**src/rtl/psum_fifo_reader_pkg.sv**
```systemverilog
// Shared definitions for the partial-sum FIFO read path: FSM encoding,
// skid queue depth and the ReLU helper used across the array.
package psum_fifo_reader_pkg;

  // Two reads in flight plus one word waiting on the consumer.
  localparam int Q_DEPTH = 3;

  typedef enum logic [1:0] {
    ST_IDLE  = 2'd0,
    ST_CLEAR = 2'd1,
    ST_DRAIN = 2'd2,
    ST_DONE  = 2'd3
  } state_t;

  // Returns 1 when a word passes through unchanged, 0 when it must be clamped to zero.
  function automatic logic relu_pass(input logic sign_bit, input logic relu_en);
    return !(relu_en && sign_bit);
  endfunction

endpackage

```
**src/rtl/psum_fifo_reader_if.sv**
```systemverilog
// FIFO read pins and the output stream of the partial-sum drain engine.
interface psum_fifo_reader_if #(
  parameter int DATA_WIDTH = 16
);
  logic                  fifo_rd_clr;
  logic                  fifo_rd_en;
  logic                  fifo_rd_inc;
  logic [DATA_WIDTH-1:0] fifo_rdata;
  logic                  out_valid;
  logic                  out_ready;
  logic [DATA_WIDTH-1:0] out_data;
  logic                  out_last;

  modport master (
    output fifo_rd_clr,
    output fifo_rd_en,
    output fifo_rd_inc,
    input  fifo_rdata,
    output out_valid,
    input  out_ready,
    output out_data,
    output out_last
  );

  modport slave (
    input  fifo_rd_clr,
    input  fifo_rd_en,
    input  fifo_rd_inc,
    output fifo_rdata,
    input  out_valid,
    output out_ready,
    input  out_data,
    input  out_last
  );
endinterface

```
**src/rtl/psum_skid_q.sv**
```systemverilog
// Small synchronous FIFO absorbing FIFO read latency against output back-pressure.
module psum_skid_q #(
  parameter int DATA_WIDTH = 16,
  parameter int DEPTH      = 3,
  localparam int PTR_W     = (DEPTH > 1) ? $clog2(DEPTH) : 1,
  localparam int OCC_W     = $clog2(DEPTH + 1)
) (
  input  logic                  clk,
  input  logic                  clr,
  input  logic                  push,
  input  logic [DATA_WIDTH-1:0] push_data,
  input  logic                  pop,
  output logic [DATA_WIDTH-1:0] head_data,
  output logic                  head_valid,
  output logic [OCC_W-1:0]      occ
);

  localparam logic [PTR_W-1:0] PTR_ONE = 1;
  localparam logic [OCC_W-1:0] OCC_ONE = 1;

  logic [DATA_WIDTH-1:0] mem_reg [DEPTH];
  logic [PTR_W-1:0]      wr_ptr_reg;
  logic [PTR_W-1:0]      rd_ptr_reg;
  logic [OCC_W-1:0]      occ_reg;
  logic                  do_push;
  logic                  do_pop;

  function automatic logic [PTR_W-1:0] ptr_inc(input logic [PTR_W-1:0] p);
    return (p == PTR_W'(DEPTH - 1)) ? '0 : p + PTR_ONE;
  endfunction

  assign do_pop  = pop && (occ_reg != '0);
  assign do_push = push && ((occ_reg != OCC_W'(DEPTH)) || do_pop);

  always_ff @(posedge clk) begin
    if (do_push) begin
      mem_reg[wr_ptr_reg] <= push_data;
    end
  end

  always_ff @(posedge clk) begin
    if (clr) begin
      wr_ptr_reg <= '0;
      rd_ptr_reg <= '0;
      occ_reg    <= '0;
    end else begin
      if (do_push) begin
        wr_ptr_reg <= ptr_inc(wr_ptr_reg);
      end
      if (do_pop) begin
        rd_ptr_reg <= ptr_inc(rd_ptr_reg);
      end
      if (do_push && !do_pop) begin
        occ_reg <= occ_reg + OCC_ONE;
      end else if (do_pop && !do_push) begin
        occ_reg <= occ_reg - OCC_ONE;
      end
    end
  end

  // Data is forced to zero while empty so an idle stream shows all-zero outputs.
  assign head_valid = (occ_reg != '0);
  assign head_data  = head_valid ? mem_reg[rd_ptr_reg] : '0;
  assign occ        = occ_reg;

endmodule

```
**src/rtl/psum_fifo_reader.sv**
```systemverilog
// Drain engine for the end-of-row partial-sum FIFO: clears the read pointer,
// issues row_len reads and streams the returned words out with optional ReLU.
module psum_fifo_reader #(
  parameter int DATA_WIDTH = 16,
  parameter int ADD_WIDTH  = 4,
  parameter int Q_DEPTH    = psum_fifo_reader_pkg::Q_DEPTH
) (
  input  logic                 clk,
  input  logic                 clr,
  input  logic                 start,
  input  logic [ADD_WIDTH:0]   row_len,
  input  logic                 relu_en,
  output logic                 busy,
  output logic                 done,
  psum_fifo_reader_if.master   bus
);
  import psum_fifo_reader_pkg::*;

  localparam int OCC_W = $clog2(Q_DEPTH + 1);
  localparam logic [ADD_WIDTH:0] CNT_ONE = 1;

  state_t               state_reg;
  state_t               state_next;
  logic [ADD_WIDTH:0]   len_reg;
  logic [ADD_WIDTH:0]   issued_reg;
  logic [ADD_WIDTH:0]   popped_reg;
  logic                 relu_reg;
  logic                 inflight_reg;

  logic                 rd_clr;
  logic                 rd_en;
  logic                 head_valid;
  logic [DATA_WIDTH-1:0] head_data;
  logic [DATA_WIDTH-1:0] push_data;
  logic [OCC_W-1:0]     occ;
  logic                 pop;
  logic                 last;

  always_ff @(posedge clk) begin
    if (clr) begin
      state_reg    <= ST_IDLE;
      len_reg      <= '0;
      relu_reg     <= 1'b0;
      issued_reg   <= '0;
      popped_reg   <= '0;
      inflight_reg <= 1'b0;
    end else begin
      state_reg    <= state_next;
      inflight_reg <= rd_en;
      if (state_reg == ST_IDLE && start) begin
        len_reg  <= row_len;
        relu_reg <= relu_en;
      end
      if (state_reg == ST_CLEAR) begin
        issued_reg <= '0;
        popped_reg <= '0;
      end else begin
        if (rd_en) begin
          issued_reg <= issued_reg + CNT_ONE;
        end
        if (pop) begin
          popped_reg <= popped_reg + CNT_ONE;
        end
      end
    end
  end

  always_comb begin
    state_next = state_reg;
    rd_clr     = 1'b0;
    rd_en      = 1'b0;
    done       = 1'b0;
    busy       = (state_reg != ST_IDLE);
    case (state_reg)
      ST_IDLE: begin
        if (start) begin
          state_next = ST_CLEAR;
        end
      end
      ST_CLEAR: begin
        rd_clr     = 1'b1;
        state_next = (len_reg != '0) ? ST_DRAIN : ST_DONE;
      end
      ST_DRAIN: begin
        // Counting the read in flight keeps the queue from ever overflowing.
        rd_en = (issued_reg < len_reg) &&
                ((int'(occ) + int'(inflight_reg)) < Q_DEPTH);
        if (pop && last) begin
          state_next = ST_DONE;
        end
      end
      ST_DONE: begin
        done       = 1'b1;
        state_next = ST_IDLE;
      end
      default: state_next = ST_IDLE;
    endcase
  end

  assign push_data = bus.fifo_rdata &
                     {DATA_WIDTH{relu_pass(bus.fifo_rdata[DATA_WIDTH-1], relu_reg)}};
  assign pop  = head_valid && bus.out_ready;
  assign last = head_valid && (popped_reg == len_reg - CNT_ONE);

  psum_skid_q #(
    .DATA_WIDTH (DATA_WIDTH),
    .DEPTH      (Q_DEPTH)
  ) u_skid_q (
    .clk        (clk),
    .clr        (clr),
    .push       (inflight_reg),
    .push_data  (push_data),
    .pop        (pop),
    .head_data  (head_data),
    .head_valid (head_valid),
    .occ        (occ)
  );

  assign bus.fifo_rd_clr = rd_clr;
  assign bus.fifo_rd_en  = rd_en;
  assign bus.fifo_rd_inc = rd_en;
  assign bus.out_valid   = head_valid;
  assign bus.out_data    = head_data;
  assign bus.out_last    = last;

endmodule

```
**src/flat_wrapper.sv**
```systemverilog
// flat-port wrapper written by rule: the top's interface ports become plain ports
module psum_fifo_reader_flat import psum_fifo_reader_pkg::*;
#(
  parameter int DATA_WIDTH = 16,
  parameter int ADD_WIDTH  = 4,
  parameter int Q_DEPTH    = psum_fifo_reader_pkg::Q_DEPTH
)
  (clk, clr, start, row_len, relu_en, busy, done, bus_fifo_rd_clr, bus_fifo_rd_en, bus_fifo_rd_inc, bus_fifo_rdata, bus_out_valid, bus_out_ready, bus_out_data, bus_out_last);
  psum_fifo_reader_if #(.DATA_WIDTH(DATA_WIDTH)) bus_i ();
  input  logic clk;
  input  logic clr;
  input  logic start;
  input  logic [ADD_WIDTH:0] row_len;
  input  logic relu_en;
  output logic busy;
  output logic done;
  output wire logic [$bits(bus_i.fifo_rd_clr)-1:0] bus_fifo_rd_clr;
  output wire logic [$bits(bus_i.fifo_rd_en)-1:0] bus_fifo_rd_en;
  output wire logic [$bits(bus_i.fifo_rd_inc)-1:0] bus_fifo_rd_inc;
  input wire logic [$bits(bus_i.fifo_rdata)-1:0] bus_fifo_rdata;
  output wire logic [$bits(bus_i.out_valid)-1:0] bus_out_valid;
  input wire logic [$bits(bus_i.out_ready)-1:0] bus_out_ready;
  output wire logic [$bits(bus_i.out_data)-1:0] bus_out_data;
  output wire logic [$bits(bus_i.out_last)-1:0] bus_out_last;
  assign bus_fifo_rd_clr = bus_i.fifo_rd_clr;
  assign bus_fifo_rd_en = bus_i.fifo_rd_en;
  assign bus_fifo_rd_inc = bus_i.fifo_rd_inc;
  assign bus_i.fifo_rdata = bus_fifo_rdata;
  assign bus_out_valid = bus_i.out_valid;
  assign bus_i.out_ready = bus_out_ready;
  assign bus_out_data = bus_i.out_data;
  assign bus_out_last = bus_i.out_last;
  psum_fifo_reader #(.DATA_WIDTH(DATA_WIDTH), .ADD_WIDTH(ADD_WIDTH), .Q_DEPTH(Q_DEPTH)) u_core (.clk(clk), .clr(clr), .start(start), .row_len(row_len), .relu_en(relu_en), .busy(busy), .done(done), .bus(bus_i));
endmodule
```
**config.mk**
```make
export PLATFORM = sky130hd
export DESIGN_NAME = psum_fifo_reader_flat
export DESIGN_NICKNAME = d
export VERILOG_FILES = /design/src/rtl/psum_fifo_reader_pkg.sv /design/src/rtl/psum_fifo_reader_if.sv /design/src/rtl/psum_skid_q.sv /design/src/rtl/psum_fifo_reader.sv /design/src/flat_wrapper.sv
export SDC_FILE = /design/constraint.sdc
export NUM_CORES = 1
export LEC_CHECK = 0
export ABC_AREA = 1
export CORE_ASPECT_RATIO = 0.9
export CORE_UTILIZATION = 30
export DETAILED_ROUTE_END_ITERATION = 10
export PLACE_DENSITY_LB_ADDON = 0.05
export SLEW_MARGIN = 20
export SYNTH_ARGS = -nofsm -noshare
export SYNTH_HDL_FRONTEND = slang
export SYNTH_SLANG_ARGS = --single-unit
```
**constraint.sdc**
```tcl
create_clock -name clk -period 2.3 [get_ports clk]
set_clock_uncertainty 0.15 [all_clocks]
set_input_delay 0.46 -clock clk [delete_from_list [all_inputs] [get_ports clk]]
set_output_delay 0.46 -clock clk [all_outputs]
set_load 0.03 [all_outputs]
```
==> impl_metrics.toml, run 1 <==
[outcome]
outcome = "finished, violations left"
violations = "negative setup slack"

[finish]
utilization_pct = 41.04
final_cells = 600
fillers = 1138
design_area_um2 = 4693
layout_common_cells = "inv_1 (67), edfxtp_1 (48), a21oi_1 (38)"
final_common_cell = "inv_1"
largest_register_ffs = 48
area_growth_pct = 32.73
nNetsFinal = 481
drive_gt1_share_pct = 24.77
antenna_cells = 0

[timing]
clock.fmax_mhz = 431.0
fin_ws_ps = -20.03
rsz0062_at_grt = "yes"
fin_tns_setup_ps = -20.03
slew_headroom_pct = 73.34
holdWs_ps = 324.9
hold_viol_final = 0
finalCritPeriodShare_pct = 100.9
min_period_ps = 2320
worst_slew_pin_slew_ps = 399.4
setup_viol = 1
finalMaxSlewViolations = 0

[place]
place_ws_ps = -24.33
dpl.cell_count = 582
place_area_um2 = 4328
dp_hpwl_um = 5206
port_buffers = 48
routabilityCongestion = 0.7596

[power_and_ir_drop]
power_density_nw_per_um2 = 1095
clkPwrFrac_pct = 29.0
finalPower_mw = 5.140
vdd_drop_max_uv = 364.6
comb_power_share_pct = 38.1
p_seq_share_pct = 32.9
static-leakage-power_nw = 2.092
power.net_switching_mw = 1.835
swShare_pct = 35.69
p_int_mw = 3.306

[die]
io_pins = 49
die_area_um2 = 12230
core-area_um2 = 11430
row_count = 37
fp.dieW_um = 116.4
fp.dieH_um = 105.0
start_util_pct = 30.92

[grt]
overflow = 0
top_usage_layer = "met2"
antenna_found_initial = 0
grt_max_degree = 33
grt_pass1_wl_um = 12210
met3_usage_pct = 2.436
grt_use_met2_pct = 19.48
globalRouteMet1Util_pct = 19.43
gr-usage-all-layers_pct = 13.39
grt_pass1_vias = 2429

[critical_path]
crit_arrival_ps = 1710
crit_chain = "inv_4, ha_4, inv_2, nand2_1, nand3_1, nor2_1, nand2_1, nor2_2, and2_4, buf_6"
path_common_cell = "nand2_1"
worstPathRequired_ps = 1690
end_kind = "output pin"
critPathSlowestCell = "dfxtp_2"
path_max_fanout = 4
max_stage_delay_ps = 340
crit_path_start_kind = "flip-flop"
worstSetupPathType = "reg2out"

[routing]
drtAntennaViolNets = 0
dr_total_vias = 2564
wl_um = 7603
drt-initial-drc-count = 48
dr.pass1.iters = 4
wire_per_inst_um = 12.67
drc = 0
viasPerCell = 4.273

[yosys]
synth.area.top_cells = "edfxtp_1 (41%), dfxtp_1 (15%), inv_1 (7.6%)"
syn_inst = 369
yosys.area.top_type = "edfxtp_1"
ys_types = 30
syn_avg_cell_area_um2 = 9.582
synth_top_area_share_pct = 40.76
synthesis.area_um2 = 3536
yosysSeqAreaShare_pct = 56.05
syn_nets = 410
ys_seq_elements = 75
ys_warn_count = 0

[clock_network]
cts_buffers = 9
clock_latency_ps = 320
cts_tree = "done"
cts.sinks = 75
cts_root_buf = "clkbuf_16"
cts_buffer_depth = 2
htree_levels = 3
clk_pin_slew_ps = 60

[run]
max-cap-violations = 0

[hold_path]
hold_class = "reg2reg"
power by group through the flow:
stage | Sequential [mW] | Combinational, mW | Clock (mW)
floorplan | 1.69 | 1.26 | 0
global placement | 1.71 | 1.99 | 0
detailed placement | 1.71 | 1.99 | 0
CTS | 1.69 | 2.00 | 1.52
global route | 1.71 | 2.18 | 1.58
finish | 1.69 | 1.96 | 1.49
critical path, delay by kind of cell, from the launching register on:
family                   cells  cell delay [ps]
flip-flops                   1              340
adder cells (fa/ha/maj)      1              270
buffers and inverters        3              200
AND/OR/NAND/NOR              6              570
synth_stat cells, drive strengths merged:
cell type / count
inv: 79
mux2: 16
nor3: 2
nand3: 12
clkbuf: 5
nand3b: 1
and2: 1
o31ai: 1
dfxtp: 27
o211a: 1
ha: 15
edfxtp: 48
or2: 1
buf: 5
xnor2: 2
o21ai: 34
nand4: 1
a21oi: 40
a211oi: 2
nand2: 40
nor2: 36
worst paths after layout:
kind | start | to | slack [ps] | cells past startpoint
max | u_core.len_reg[1] | bus_out_last | -20 | 10
min | u_core.popped_reg[4] | u_core.popped_reg[4] | 320 | 1
max reg2reg | u_core.u_skid_q.occ[0] | u_core.u_skid_q.occ[1] | 380 | 11
min reg2reg | u_core.popped_reg[4] | u_core.popped_reg[4] | 320 | 1
layer usage:
layer | share of wire (%) | vias to the layer above | wire (um)
met1 | 53 | 1163 | 4030
met2 | 42 | 43 | 3207
li1 | - | 1349 | -
met3 | 3.5 | 9 | 265
met4 | 1.3 | 0 | 99
met5 | 0 | - | 0
logic make-up after synthesis:
group | Yosys count | share of synthesized area, %
and+or+nand+nor | 94 | 11.68
xor gates and xnor gates | 2 | 0.4955
buffers and inverters | 89 | 9.837
adders and majority gates | 15 | 5.308
AOI/OAI and AO/OA | 78 | 11.54
muxes | 16 | 5.095
DFF | 75 | 56.05
cell type report:
class	count	area [um^2]	area share (%)
sequential	75	1992	42.44
multi-input combinational	205	1285	27.38
timing repair buffer	70	601.8	12.82
inverter	79	304.0	6.478
clock buffer	9	225.2	4.799
tap	156	195.2	4.159
clock inverter	6	90.09	1.919
repair_timing:
item,CTS,global route
resized for setup,72,39
hold buffers,0,0
pin swaps,1,1
setup endpoints to repair,20,17
setup buffers,1,2
No activity file was read; power rests on OpenSTA's default activity.
==> run 2, diff against run 1 <==
- ABC_CLOCK_PERIOD_IN_PS: default -> 2300
- RECOVER_POWER: default -> 25
==> impl_metrics.toml, run 2 (synthesis results as in run 1) <==
[critical_path]
path_max_fanout = 4
crit_arrival_ps = 1710
worstSetupPathType = "reg2out"
crit_path_start_kind = "flip-flop"
end_kind = "output pin"
worstPathRequired_ps = 1690

[hold_path]
hold_class = "reg2reg"

[routing]
wl_um = 7604
viasPerCell = 4.272
dr.pass1.iters = 4
drtAntennaViolNets = 0
dr_total_vias = 2563
drt-initial-drc-count = 48
drc = 0
wire_per_inst_um = 12.67

[clock_network]
cts_buffer_depth = 2
cts_buffers = 9
cts_hold_buf = 0
cts_tree = "done"
cts_root_buf = "clkbuf_16"
htree_levels = 3
cts.sinks = 75
clock_latency_ps = 320
clk_pin_slew_ps = 60

[die]
fp.dieH_um = 105.0
core-area_um2 = 11430
start_util_pct = 30.92
fp.dieW_um = 116.4
io_pins = 49
row_count = 37
die_area_um2 = 12230

[place]
port_buffers = 48
routabilityCongestion = 0.7596
dpl.cell_count = 582
dp_hpwl_um = 5206
place_ws_ps = -24.33

[power_and_ir_drop]
vdd_drop_max_uv = 364.7
power_density_nw_per_um2 = 1096
static-leakage-power_nw = 2.088
finalPower_mw = 5.139

[timing]
hold_viol_final = 0
finalMaxSlewViolations = 0
min_period_ps = 2320
worst_slew_pin_slew_ps = 851.6
clock.fmax_mhz = 431.0
rsz0062_at_grt = "yes"
fin_tns_setup_ps = -20.03
slew_headroom_pct = 43.22
finalCritPeriodShare_pct = 100.9
fin_ws_ps = -20.03
setup_viol = 1

[grt]
globalRouteMet1Util_pct = 19.43
grt_pass1_wl_um = 12210
overflow = 0
grt_pass1_vias = 2429
top_usage_layer = "met2"
grt_use_met2_pct = 19.48
antenna_found_initial = 0
grt_max_degree = 33
met3_usage_pct = 2.436
gr-usage-all-layers_pct = 13.39

[finish]
fillers = 1137
final_common_cell = "inv_1"
utilization_pct = 41.01
area_growth_pct = 32.63
drive_gt1_share_pct = 24.55
antenna_cells = 0
final_cells = 600
nNetsFinal = 481
layout_common_cells = "inv_1 (67), edfxtp_1 (48), a21oi_1 (38)"
largest_register_ffs = 48

[outcome]
outcome = "finished, violations left"
violations = "negative setup slack"

[run]
max-cap-violations = 0
## run 2: cell count changes in the layout (fill, tap and decap cells not counted)
cell,change
clkbuf_1,+1
clkdlybuf4s50_1,-1
dlygate4sd3_1,+1
buf_4,-1
## run 2: final cells by class
class | instances | area, um^2 | area share [%]
sequential | 75 | 1992 | 42.48
multi-input combinational | 205 | 1285 | 27.40
timing repair buffer | 70 | 598.1 | 12.75
inverter | 79 | 304.0 | 6.483
clock buffer | 9 | 225.2 | 4.803
tap | 156 | 195.2 | 4.162
clock inverter | 6 | 90.09 | 1.921
## run 2: repair_timing
action | 4_1_cts | 5_1_grt
endpoints found under the hold margin | 0 | 0
buffers inserted | 1 | 2
endpoints found under the setup margin | 20 | 17
resized for setup | 72 | 39
pin swaps | 1 | 1
## run 2: critical path: stages (launching register included)
cell and delay [ps]:
dfxtp_2 340, inv_4 50, ha_4 270, inv_2 30, nand2_1 50, nand3_1 70
nor2_1 110, nand2_1 70, nor2_2 110, and2_4 160, buf_6 120
## run 2: where the power goes
part / total, mW / internal, mW / switching, mW
Combinational: 1.96 / 0.758 / 1.20
Clock: 1.49 / 0.947 / 0.541
Sequential: 1.69 / 1.60 / 0.0943
Total: 5.14 / 3.30 / 1.83
## run 2: final timing paths
kind | end | cells past startpoint | slack (ps) | startpoint
worst max-delay path | bus_out_last | 10 | -20 | u_core.len_reg[1]
worst min register to register | u_core.popped_reg[4] | 1 | 320 | u_core.popped_reg[4]
worst min-delay path | u_core.popped_reg[4] | 1 | 320 | u_core.popped_reg[4]
worst max register to register | u_core.u_skid_q.occ[1] | 11 | 380 | u_core.u_skid_q.occ[0]
## run 2: stage by stage
| stage | hold slack [ps] | cell area [um^2] |
|---|---|---|
| after detailed placement | 319.2 | 4328 |
| after global routing | 355.4 | 4690 |
| after CTS | 333.7 | 4717 |
| after floorplan | 285.4 | 3541 |
| final | 324.9 | 4690 |
| after global placement | 313.4 | 4328 |
## run 2: per-layer routing
| layer | up-vias | share of wire (%) |
|---|---|---|
| met4 | 0 | 1.3 |
| met5 | - | 0 |
| li1 | 1349 | - |
| met3 | 9 | 3.5 |
| met1 | 1162 | 53 |
| met2 | 43 | 42 |
==> edit 1 (config.mk and constraints of run 1) <==
Encoding of `state_t`: now Gray code (2 bits for 4 states).
--- a/src/rtl/psum_fifo_reader_pkg.sv
+++ b/src/rtl/psum_fifo_reader_pkg.sv
@@ -6,10 +6,10 @@
   localparam int Q_DEPTH = 3;
 
   typedef enum logic [1:0] {
-    ST_IDLE  = 2'd0,
-    ST_CLEAR = 2'd1,
-    ST_DRAIN = 2'd2,
-    ST_DONE  = 2'd3
+    ST_IDLE  = 2'b00,
+    ST_CLEAR = 2'b01,
+    ST_DRAIN = 2'b11,
+    ST_DONE  = 2'b10
   } state_t;
 
   // Returns 1 when a word passes through unchanged, 0 when it must be clamped to zero.
Formal check against the unedited RTL: same outputs for any inputs over 10 cycles, from zero or initial values; not proved beyond that.
==> edit 1 against run 1 <==
  * Cell count up 0.33%
  * Register-to-register slack improved by 0.10 ns
  * Area after synthesis is 1.3% higher
  * Routed wire length is 0.24% higher
  * Non-clock buffer count is 6 higher
  * Worst setup slack improved by 0.047 ns
  * Cell area rose by 2.3%
  * Sequential cell count unchanged
  * Highest routed layer unchanged
Power is not compared: it rests on default switching activity, and its combinational part moved more than twofold at a synthesized area within 25%.
==> edit 1: results (changes against run 1) <==
Status
  • Outcome: complete, no violations (was finished, violations left)

Logic synthesis
  • Sequential share of the synthesized area: 0.5535 (was 0.5605)
  • Most frequent cells after synthesis: inv_1, edfxtp_1, nand2_1 (was inv_1, edfxtp_1, a21oi_1)
  • Distinct cell type count of the synthesized netlist: 37 (was 30)
  • Syn_nets: 400 (was 410)
  • Top cells by area in the synthesized netlist: edfxtp_1, dfxtp_1, inv_1 (unchanged)

Routing
  • Iter 0 DRT Violations: 75 (was 48)
  • Final wirelength: 7.621 mm (was 7.603 mm)
  • Total number of vias: 2534 (was 2564)

Finish
  • Share of post-route cells with drive strength above 1: 0.2511 (was 0.2477)
  • Multi-input gate count: 200 (was 205)
  • Filler Cells Inserted: 1145 (was 1138)
  • Post-layout util: 0.4164 (was 0.4104)
  • Clock network contribution to total cell area: 0.06126 (was 0.06718)
  • Fraction of area in non-clock buffers: 0.1538 (was 0.1282)
  • # nets final: 477 (was 481)

Pwr
  • Static leakage power: between 2 and 2.5 nW

Critical path
  • Critical register-to-register path startpoint: u_core.len_reg[1]$_SDFFE_PP0P_ (was u_core.u_skid_q.occ[0]$_SDFFE_PP0P_)
  • Capture point of the worst path: bus_fifo_rd_en (was bus_out_last)
  • Beginning of the critical path: u_core.u_skid_q.occ[0]$_SDFFE_PP0P_ (was u_core.len_reg[1]$_SDFFE_PP0P_)
  • Worst r2r path cells: 10 (was 11)
  • Worst R2R Setup Slack: 0.48 ns (was 0.38 ns)
  • Data arrival at the endpoint of the critical path: 1.66 ns (was 1.71 ns)
  • End of the worst register-to-register path: u_core.issued_reg[2]$_SDFFE_PP0P_ (was u_core.u_skid_q.occ[1]$_SDFFE_PP0P_)

CTS
  • Clock slew at reported path FFs: 0.06 ns (about the same)

GRT
  • Via count of the first global-routing pass: 2418 (was 2429)
  • First-pass GRT wire length: 12.16 mm (was 12.21 mm)
  • Overall track demand over capacity in global routing: 0.1356 (was 0.1339)

Timing
  • Slew at the pin closest to its max-slew limit: 0.4026 ns (was 0.3994 ns)

Place
  • DP Wirelength: 5.265 mm (was 5.206 mm)

Min path
  • Start point of the worst min-delay path: u_core.u_skid_q.wr_ptr_reg[1]$_SDFFE_PP0P_ (was u_core.popped_reg[4]$_SDFFE_PP0P_)
## edit 1: cell types whose count changed in the layout (fill, tap and decap cells not counted), moves of 5 or more
| cell | run 1 | this run |
|---|---|---|
| o21ai_0 | 29 | 8 |
| mux2_2 | 16 | 6 |
| mux2_4 | 0 | 10 |
| nand2_1 | 36 | 46 |
| buf_2 | 15 | 7 |
| o21ai_1 | 4 | 12 |
| a21oi_1 | 38 | 32 |
| clkdlybuf4s15_2 | 0 | 6 |
| ha_1 | 11 | 6 |
| nor2_1 | 33 | 38 |
## edit 1: power by group
group / internal [mW] / switching, mW
Clock: 0.833 / 0.537
Sequential: 1.48 / 0.0303
Combinational: 0.349 / 0.467
Total: 2.66 / 1.03
## edit 1: worst min-delay path by stage
stage	slack [ns]	cells past startpoint	endpoint
after floorplan	0.29	2	u_core.u_skid_q.wr_ptr_reg[1]$_SDFFE_PP0P_
after global placement	0.30	2	u_core.u_skid_q.wr_ptr_reg[1]$_SDFFE_PP0P_
after detailed placement	0.31	2	u_core.u_skid_q.wr_ptr_reg[1]$_SDFFE_PP0P_
after CTS	0.32	2	u_core.u_skid_q.wr_ptr_reg[1]$_SDFFE_PP0P_
after global routing	0.35	2	u_core.u_skid_q.wr_ptr_reg[1]$_SDFFE_PP0P_
final	0.32	2	u_core.u_skid_q.wr_ptr_reg[1]$_SDFFE_PP0P_
## edit 1: what timing repair did
item,in CTS,in global routing
setup endpoints to repair,17,18
hold buffers,0,0
buffers inserted,7,1
hold endpoints to repair,0,0
pin swaps,6,7
gates resized for setup,57,26
## edit 1: metrics by stage
stage / setup WS, ns / cell area, µm² / hold slack, ns / cells / power, mW
6_report: 0.02704 / 4800 / 0.3159 / 602 / 3.693
5_1_grt: -0.06282 / 4800 / 0.3485 / 602 / 3.891
4_1_cts: -0.01455 / 4798 / 0.3194 / 601 / 3.753
3_5_place_dp: 0.02659 / 4403 / 0.3112 / 578 / 2.351
3_3_place_gp: 0.06276 / 4403 / 0.3047 / 578 / 2.347
2_1_floorplan: 0.06699 / 3581 / 0.2935 / 364 / 2.034
## edit 1: cell families (layout without fill, tap and decap cells)
logic type,count (synthesis),count (layout),synth area share
simple gates,104,104,0.1314
buf+inv,89,171,0.1041
flops,75,75,0.5535
compound gates,65,65,0.1031
mux,16,16,0.06079
fa+ha+maj,10,10,0.03494
xor+xnor,5,5,0.01223
## edit 1: metal layers
metal	share of wire	wire, µm	GRT usage
met3	0.042	323	0.04888
met2	0.43	3251	0.1966
met1	0.52	3966	0.1882
met5	0	0	0
met4	0.010	80	0.03797
## edit 1: critical path, stage by stage, from the launching register on
cell and delay [ns]:
dfxtp_2 0.32, ha_2 0.17, ha_1 0.29, a21oi_2 0.20, nand4_4 0.12, clkinv_4 0.09
buf_6 0.13
==> edit 2 (flow settings as in run 1) <==
Without the edit above. `ADD_WIDTH` is set to 4 in 2 places; all go to 6.
--- a/src/rtl/psum_fifo_reader.sv
+++ b/src/rtl/psum_fifo_reader.sv
@@ -2,7 +2,7 @@
 // issues row_len reads and streams the returned words out with optional ReLU.
 module psum_fifo_reader #(
   parameter int DATA_WIDTH = 16,
-  parameter int ADD_WIDTH  = 4,
+  parameter int ADD_WIDTH  = 6,
   parameter int Q_DEPTH    = psum_fifo_reader_pkg::Q_DEPTH
 ) (
   input  logic                 clk,
--- a/src/flat_wrapper.sv
+++ b/src/flat_wrapper.sv
@@ -2,7 +2,7 @@
 module psum_fifo_reader_flat import psum_fifo_reader_pkg::*;
 #(
   parameter int DATA_WIDTH = 16,
-  parameter int ADD_WIDTH  = 4,
+  parameter int ADD_WIDTH  = 6,
   parameter int Q_DEPTH    = psum_fifo_reader_pkg::Q_DEPTH
 )
   (clk, clr, start, row_len, relu_en, busy, done, bus_fifo_rd_clr, bus_fifo_rd_en, bus_fifo_rd_inc, bus_fifo_rdata, bus_out_valid, bus_out_ready, bus_out_data, bus_out_last);
Ports: changed (resized row_len); port bits go from 49 to 51. No check against the original RTL was run, so the function may have changed too.
==> edit 2 against run 1 <==
  * The run still ends with setup timing left
  * Critical path type unchanged
  * Area after synthesis is 11% higher
  * Total power is 19% higher
  * Cell area is 15% higher
  * Via count is 20% higher
  * Worst hold slack better by 0.022 ns
  * First-iteration DRC count is 120% higher
  * Die area is 11% higher
  * Worst setup slack hardly changed
  * Maximum frequency hardly changed
  * Non-clock buffer count is 26 higher
  * Routed wire length is 23% higher
  * Global-route usage is 1.6 points higher
  * Sequential cell count is 6 higher
==> edit 2: results (changes against run 1) <==
Status
  • Outcome: finished, violations left (unchanged)
  • Violated checks: setup timing (unchanged)

Routing
  • Iter 0 DRT Violations: 105 (was 48)
  • Routed vias/inst: 4.429 (was 4.273)
  • 1st-pass router iterations: 6 (was 4)
  • Final wirelength: 9.380 mm (was 7.603 mm)

Finish
  • Filler Cells Inserted: 1291 (was 1138)
  • Fin cells: 694 (was 600)
  • Max reg flops: 48 (unchanged)
  • # nets final: 570 (was 481)
  • Share of post-route cells with drive strength above 1: 0.2962 (was 0.2477)

Logic synthesis
  • Ys Warns: 0 (unchanged)
  • Sequential share of the synthesized area: 0.5340 (was 0.5605)
  • Most frequent cells after synthesis: inv_1, edfxtp_1, a21oi_1, nand2_1, nor2_1 (was inv_1, edfxtp_1, a21oi_1)
  • Number of instances in the synthesized netlist: 429 (was 369)
  • Distinct cell type count of the synthesized netlist: 31 (was 30)
  • Syn_nets: 474 (was 410)
  • Top cells by area in the synthesized netlist: edfxtp_1, dfxtp_1, inv_1 (unchanged)

Timing
  • Post-layout worst setup margin: -0.01998 ns (was -0.02003 ns)
  • Slew at the pin closest to its max-slew limit: 0.4797 ns (was 0.3994 ns)
  • Number of failing setup endpoints in the final timing report: 3 (was 1)
  • Aggregate negative setup slack: -0.02905 ns (was -0.02003 ns)

CTS
  • Number of levels in the clock H-tree: 3 (unchanged)
  • Number of clock buffers inserted by TritonCTS: 9 (unchanged)
  • Clk_lat worst skew: 0.34 ns (was 0.32 ns)
  • Clock slew at reported path FFs: 0.06 ns (about the same)

Place
  • DP Wirelength: 6.210 mm (was 5.206 mm)
  • Number of buffer cells added on primary ports: 50 (was 48)
  • Placed standard-cell area: 4830 µm² (was 4328 µm²)
  • Weighted congestion at the end of routability-driven global placement: 0.7988 (was 0.7596)
  • Total placed cells including tap cells: 655 (was 582)
  • Worst setup timing slack at the placement stage: -0.01812 ns (was -0.02433 ns)

Critical path
  • Crit Path Max Fanout: 5 (was 4)
  • Data arrival at the endpoint of the critical path: 1.71 ns (about the same)

Min path
  • Start point of the worst min-delay path: u_core.u_skid_q.rd_ptr_reg[1]$_SDFFE_PP0P_ (was u_core.popped_reg[4]$_SDFFE_PP0P_)

Pwr
  • Static leakage power: 2.385 nW (was 2.092 nW)
  • Worst vdd rail ir drop: 0.4447 mV (was 0.3646 mV)

GRT
  • First-pass GRT wire length: 15.20 mm (was 12.21 mm)
  • Overall track demand over capacity in global routing: 0.1498 (was 0.1339)
  • Via count of the first global-routing pass: 3008 (was 2429)
[edit 2: worst paths after layout]
check | end | slack, ns | cells after the start
setup / recovery | bus_out_last | -0.02 | 9
hold / removal | flop | 0.35 | 2
setup reg to reg | u_core.state_reg[0]$_SDFFE_PP0P_ | 0.14 | 15
hold reg to reg | flop | 0.35 | 2
[edit 2: layout make-up]
class                      instances  area, µm²  area share
tap                              164      205.2     0.03787
sequential                        81       2125      0.3921
multi-input combinational        254       1624      0.2997
clock inverter                     6      66.31     0.01224
timing repair buffer              96      853.3      0.1575
clock buffer                      10      229.0     0.04225
inverter                          83      316.6     0.05842
[edit 2: power by group]
group          leakage [nW]  switching, mW  internal, mW  total [mW]
sequential            0.708          0.121          1.74        1.86
combinational          1.54           1.65          1.19        2.84
clock                 0.135          0.596         0.843        1.44
[edit 2: timing repair]
item / 4_1_cts / 5_1_grt
buffers inserted: 13 / 10
pin swaps: 10 / 9
gates cloned: 0 / 1
resized for setup: 115 / 28
setup endpoints to repair: 21 / 13
[edit 2: routing by layer]
layer  global-route usage  part of all wire
met2               0.2292              0.45
met1               0.2009              0.49
met3              0.04887             0.043
met5                    0                 0
met4              0.04146             0.011
[edit 2: cells by family (layout without fill, tap and decap cells)]
logic type,Yosys count,in the layout,synth area share
xor+xnor,6,6,0.01526
buf+inv,94,195,0.09313
compound gates,84,84,0.1106
mux,16,16,0.04577
fa+ha+maj,17,17,0.05404
flops,81,81,0.5340
simple gates,131,131,0.1472
[edit 2: critical path, cell delays in order (launching register included)]
cell and delay (ns):
dfxtp_2 0.33, inv_2 0.05, ha_4 0.18, nand2_4 0.08, nor2_1 0.04, nand2_1 0.11, a21oi_2 0.08, nand2b_4 0.15
nor3_4 0.19, buf_6 0.16
